`src/rtl/dsp_alu_pkg.sv`:
```
// Shared widths, FSM state type and saturating add for the accumulate ALU.
// The saturating add is used only when DSP_ALU_SATURATE_EN is defined.
package dsp_alu_pkg;

  localparam int DATA_W = 16;
  localparam int ADDR_W = 6;

  typedef enum logic [1:0] {
    IDLE,
    FETCH,
    ACC
  } state_e;

  function automatic logic [DATA_W-1:0] sat_add(
    input logic [DATA_W-1:0] a,
    input logic [DATA_W-1:0] b
  );
    logic [DATA_W-1:0] s;
    s = a + b;
    // Same-sign operands with a flipped result sign overflowed.
    if ((a[DATA_W-1] == b[DATA_W-1]) && (s[DATA_W-1] != a[DATA_W-1]))
      s = a[DATA_W-1] ? {1'b1, {(DATA_W-1){1'b0}}}
                      : {1'b0, {(DATA_W-1){1'b1}}};
    return s;
  endfunction

endpackage

```
`src/rtl/dsp_alu_ram_mem.sv`:
```
// 64x16 single-port RAM, synchronous read-first, 1-cycle read latency.
// Only the read register is reset; the array keeps its contents.
module dsp_alu_ram_mem #(
  parameter int DATA_W = 16,
  parameter int ADDR_W = 6
) (
  input  logic              clk,
  input  logic              rst,
  input  logic              we,
  input  logic [ADDR_W-1:0] addr,
  input  logic [DATA_W-1:0] din,
  output logic [DATA_W-1:0] dout
);

  logic [DATA_W-1:0] mem [2**ADDR_W];

  always_ff @(posedge clk) begin
    if (we) mem[addr] <= din;
  end

  always_ff @(posedge clk or posedge rst) begin
    if (rst) dout <= '0;
    else     dout <= mem[addr];
  end

endmodule

```
`src/rtl/dsp_alu_ram.sv`:
```
// Data RAM plus accumulate sequencer: sums len words from base, pulses done.
// Define DSP_ALU_SATURATE_EN for signed saturating accumulation.
module dsp_alu_ram #(
  parameter int DATA_W = 16,
  parameter int ADDR_W = 6
) (
  input  logic              c,
  input  logic              rst,
  input  logic              we,
  input  logic [ADDR_W-1:0] addr,
  input  logic [DATA_W-1:0] din,
  input  logic              start,
  input  logic [ADDR_W-1:0] base,
  input  logic [ADDR_W-1:0] len,
  output logic              busy,
  output logic              done,
  output logic [DATA_W-1:0] result,
  output logic [DATA_W-1:0] rdata
);

  import dsp_alu_pkg::*;

  localparam logic [ADDR_W:0] REM_ONE  = (ADDR_W+1)'(1);
  localparam logic [ADDR_W:0] REM_FULL = {1'b1, {ADDR_W{1'b0}}};

  state_e            state_q;
  logic [ADDR_W-1:0] ptr_q;
  logic [ADDR_W:0]   rem_q;
  logic [DATA_W-1:0] acc_q;
  logic [DATA_W-1:0] result_q;
  logic              done_q;
  logic [DATA_W-1:0] sum_d;
  logic              idle;
  logic [ADDR_W-1:0] sel_addr;

  assign idle     = (state_q == IDLE);
  assign sel_addr = idle ? addr : ptr_q;

  dsp_alu_ram_mem #(
    .DATA_W(DATA_W),
    .ADDR_W(ADDR_W)
  ) u_mem (
    .clk (c),
    .rst (rst),
    .we  (we & idle),
    .addr(sel_addr),
    .din (din),
    .dout(rdata)
  );

  always_comb begin
    sum_d = '0;
`ifdef DSP_ALU_SATURATE_EN
    sum_d = sat_add(acc_q, rdata);
`else
    sum_d = acc_q + rdata;
`endif
  end

  always_ff @(posedge c or posedge rst) begin
    if (rst) begin
      state_q  <= IDLE;
      ptr_q    <= '0;
      rem_q    <= '0;
      acc_q    <= '0;
      result_q <= '0;
      done_q   <= 1'b0;
    end else begin
      done_q <= 1'b0;
      unique case (state_q)
        IDLE: begin
          if (start) begin
            ptr_q   <= base;
            rem_q   <= (len == '0) ? REM_FULL : {1'b0, len};
            acc_q   <= '0;
            state_q <= FETCH;
          end
        end
        FETCH: state_q <= ACC;
        ACC: begin
          if (rem_q == REM_ONE) begin
            result_q <= sum_d;
            done_q   <= 1'b1;
            state_q  <= IDLE;
          end else begin
            acc_q   <= sum_d;
            ptr_q   <= ptr_q + 1'b1;
            rem_q   <= rem_q - 1'b1;
            state_q <= FETCH;
          end
        end
        default: state_q <= IDLE;
      endcase
    end
  end

  assign busy   = ~idle;
  assign done   = done_q;
  assign result = result_q;

endmodule

```
`config.mk`:
```
export PLATFORM = sky130hd
export DESIGN_NAME = dsp_alu_ram
export DESIGN_NICKNAME = d
export VERILOG_FILES = /design/src/rtl/dsp_alu_pkg.sv /design/src/rtl/dsp_alu_ram_mem.sv /design/src/rtl/dsp_alu_ram.sv
export SDC_FILE = /design/constraint.sdc
export NUM_CORES = 1
export LEC_CHECK = 0
export ABC_AREA = 1
export CAP_MARGIN = 20
export CORE_MARGIN = 2
export CORE_UTILIZATION = 35
export CTS_BUF_LIST = sky130_fd_sc_hd__clkbuf_2
export DETAILED_ROUTE_END_ITERATION = 10
export PLACE_DENSITY = 0.62
export SLEW_MARGIN = 5
export SYNTH_ARGS = -nofsm -noshare
export SYNTH_HDL_FRONTEND = slang
export SYNTH_SLANG_ARGS = --single-unit
```
`constraint.sdc`:
```
create_clock -name c -period 2.5 [get_ports c]
set_input_delay 0.5 -clock c [delete_from_list [all_inputs] [get_ports c]]
set_output_delay 0.5 -clock c [all_outputs]
set_load 0.01 [all_outputs]
```
==> impl_results.md <==
* Initial antenna violation count at 6
* Leakage power summed over all cells at 0.0268 µW
* Detail Placement HPWL at 84800 µm
* Area of the multi-input gates at 0.0114 mm²
* # nets final at 5504
* Cell count of the worst reg-to-reg path at 18
* Die Span X at 373 µm
* Leading cell types by total area after synthesis: sky130_fd_sc_hd__edfxtp_1 64%, sky130_fd_sc_hd__nand2_1 11%, sky130_fd_sc_hd__inv_1 8.3%, sky130_fd_sc_hd__nand3_1 5.6%, sky130_fd_sc_hd__dfrtp_1 3.4%
* Sum of negative setup slack at -148.08 ns
* Number of register bits inferred by synthesis at 1088
* WL per Instance at 19.5 µm
* Critical path peak fanout at 3
* Effective utilization at floorplan at 0.352
* Slew @ Worst Pin at 1.16 ns
* Sequential cell area at 0.0324 mm²
* Number of hold violations in the final report at 0
* Violations in the final reports: negative setup slack
* Complex-gate fraction of the synthesized area at 0.0183
* Total of endpoints with negative setup slack in the final report at 1064
* Mux cell area share after synthesis at 0
* Time the worst path needs with I/O delays and setup at 2.94 ns
* Most frequently used flop master after synthesis: sky130_fd_sc_hd__edfxtp_1
* Critical Path Max Stage Delay at 0.41 ns
* Power density over the cells at 1210 mW/mm²
* Critical path startpoint: state_q[1]$_DFFE_PP0P_
* Number of instances on the worst hold path at 8
* Clk_skew at 0.123 ns
* First-pass GRT wire length at 205000 µm
* Worst rel slew slack at 0.225
* Most common cell in the synthesized netlist: sky130_fd_sc_hd__nand2_1
* Syn avg cell area at 10.1 µm²
* Overall die height at 373 µm
* Last weighted congestion value of the routability-driven placer at 0.874
* Critical Path, Cell by Cell: buf_6 -> inv_4 -> nand2_4 -> buf_6 -> buf_6
* Fin area at 0.0602 mm²
* Row count at 135
* Die Area at 0.139 mm²
* RSZ-0062 raised after global routing: yes
* Share of Yosys cell area claimed by the top area cell type at 0.645
* Portion of the clock cycle consumed by the worst path in the final layout at 1.18
* HP Class: input port to register
* Root Buffer: sky130_fd_sc_hd__clkbuf_2
* Number of enable-type register cells in the synthesized netlist at 1024
* CTS tree: yes
* Synthesized instance count at 4707
* Post-synthesis share of cell area spent on xor and xnor gates at 0.00202
* Synthesized cell area at 0.0477 mm²
* Via count of the first global-routing pass at 33125
* Post-DP Area at 0.0539 mm²
* H-tree Lvls at 5
* Critical Path Stages at 5
* Count of buffers from port buffering at 71
* Adder-cell share of the synthesized area at 0.00514
* Post-layout worst setup margin at -0.444 ns
* Synthesis-to-finish area growth at 26.3%
* Leading cell types by count after synthesis: 1443 x sky130_fd_sc_hd__nand2_1, 1060 x sky130_fd_sc_hd__inv_1, 1024 x sky130_fd_sc_hd__edfxtp_1, 535 x sky130_fd_sc_hd__nand3_1, 138 x sky130_fd_sc_hd__buf_2
* Dominant combinational cell family by area after synthesis: simple AND/OR/NAND/NOR gates
* Final routed DRC violation total at 0
* Vias per Instance at 4.75
* Final-layout fill cell count at 12451
* Tot GR Track Use at 0.197
* Count of distinct cell types in the synthesized netlist at 43
* Startpoint Class: register
* Upper clock frequency limit at 340 MHz
* Critical path's slowest cell: sky130_fd_sc_hd__dfrtp_1
* Fraction of final layout cells sized beyond drive strength 1 at 0.221
* Dominant cell type by count on the critical path: sky130_fd_sc_hd__buf_6
* First-iteration detailed-routing DRC count at 3912
* Pin count of the biggest net entering global routing at 65
* Clock latency reported for the late side of the worst-skew pair at 1.64 ns
* Detailed Route WL at 145000 µm
* Status: complete, but fails checks
* Number of synthesis warnings at 0
* Total count of max-transition violations in the final report at 0
* Cell taking the most area after synthesis: sky130_fd_sc_hd__edfxtp_1
* Tot Pwr at 72900 µW
* DP Worst Slack at -0.806 ns
* Hold path start: addr[3]
* Number of buffers on the longest clock path at 4
* Number of buffers created by CTS at 289
* Endpoint kind of the worst setup timing path: output port
* Top delay family on crit path: flip-flops
* I/O Pins at 72
* Router iterations before antenna repair at 6
* Crit path DAT at 2.44 ns
* Peak supply drop at 729 µV
* CTS clk-pin slew, worst paths at 0.12 ns
* Sum of overflow across all layers after global routing at 0
* Number of vias in the routed layout at 35180
* Launching point of the worst reg2reg path: state_q[0]$_DFFE_PP0P_
* Part of the Yosys area used for sequential elements at 0.678
* Number of nets still failing antenna checks after routing at 0
* Classification of the worst setup path: register to output port
* Post-synthesis net count at 4764
* Fraction of registers with async set or reset after synthesis at 0.0588
* Required time at the worst-slack endpoint at 2.00 ns
* Number of clock sinks seen by CTS at 1088
* # Max-Cap Violations at 0
* Hold slack at 0.117 ns
* Total core area at 0.135 mm²
* Buf+Inv Stages, Crit Path at 4
* Simple-Gate Fraction of Synth Area at 0.191
==> what timing repair did <==
action	CTS	global route
pin swaps	29	131
gates cloned	8	31
endpoints found under the setup margin	1030	722
setup buffers	35	72
endpoints found under the hold margin	1118	0
resized for setup	307	289
hold buffers	64	0
==> worst min-delay path: cells and delay by family <==
| family | cells | cell delay [ns] |
|---|---|---|
| buffers and inverters | 4 | 0.75 |
| AO/OA/AOI/OAI | 1 | 0.11 |
| AND/OR/NAND/NOR | 3 | 0.22 |
==> where the power goes <==
part / internal [µW] / total, µW / switching, µW
clock network: 4550 / 11600 / 7040
registers: 21000 / 21800 / 756
logic: 15800 / 39500 / 23700
total: 41400 / 72900 / 31500
==> stage by stage <==
stage / instances / util
4_1_cts: 7300 / 0.428
2_1_floorplan: 4707 / -
3_5_place_dp: 6732 / 0.398
3_3_place_gp: 6732 / 0.398
5_1_grt: 7401 / 0.445
6_report: 7405 / 0.445
==> cells by family (layout without fill, tap and decap cells) <==
group,count (synthesis),in the layout
xor gates and xnor gates,11,11
buffers and inverters,1257,2166
adders and majority gates,19,19
and+or+nand+nor,2171,2172
DFF,1088,1088
AOI/OAI and AO/OA,161,161
other,0,7
==> placed cells by master, fill, tap and decap left out, types with 40 or more instances in the layout <==
| cell type | n |
|---|---|
| sky130_fd_sc_hd__edfxtp_1 | 1024 |
| sky130_fd_sc_hd__nand2_2 | 67 |
| sky130_fd_sc_hd__nor2_1 | 40 |
| sky130_fd_sc_hd__buf_4 | 240 |
| sky130_fd_sc_hd__nand2_1 | 1355 |
| sky130_fd_sc_hd__nand3_1 | 520 |
| sky130_fd_sc_hd__buf_12 | 136 |
| sky130_fd_sc_hd__nand4_1 | 49 |
| sky130_fd_sc_hd__o21ai_1 | 43 |
| sky130_fd_sc_hd__inv_1 | 1056 |
| sky130_fd_sc_hd__dfrtp_1 | 49 |
| sky130_fd_sc_hd__buf_6 | 84 |
| sky130_fd_sc_hd__clkbuf_2 | 414 |
| sky130_fd_sc_hd__dlygate4sd3_1 | 64 |
| sky130_fd_sc_hd__nor2_4 | 44 |
==> final timing paths <==
path                                          endpoint  slack (ns)
max reg2reg                    u_mem.dout[6]$_DFF_PP0_       -0.32
min in group asynchronous         ptr_q[3]$_DFFE_PP0P_        0.39
max                                               busy       -0.44
min reg2reg                      acc_q[12]$_DFFE_PP0P_        0.49
max in group asynchronous      u_mem.dout[2]$_DFF_PP0_        1.63
min                        u_mem.mem[15][15]$_DFFE_PP_        0.12
==> final cells by class <==
class,count,share of cell area
inverters,1070,0.0673
repair buffers,635,0.131
flip-flops and latches,1088,0.537
well taps,1781,0.0370
clock buffers,414,0.0344
diodes,7,0.000291
clock inverters,47,0.00388
multi-input cells,2363,0.189
==> flip-flops by register name, summed over array words and instances (netlist names) <==
register	flops
state_q	2
result	16
ptr_q	6
u_mem.mem	1024
done	1
u_mem.dout	16
rem_q	7
acc_q	16
==> routing by layer <==
metal,global-route usage,vias up,part of all wire
met1,0.261,16771,0.41
li1,-,16585,-
met4,0.0816,0,0.035
met3,0.0400,247,0.086
met5,0,-,0
met2,0.316,1577,0.47
(Power assumes the default switching activity.)
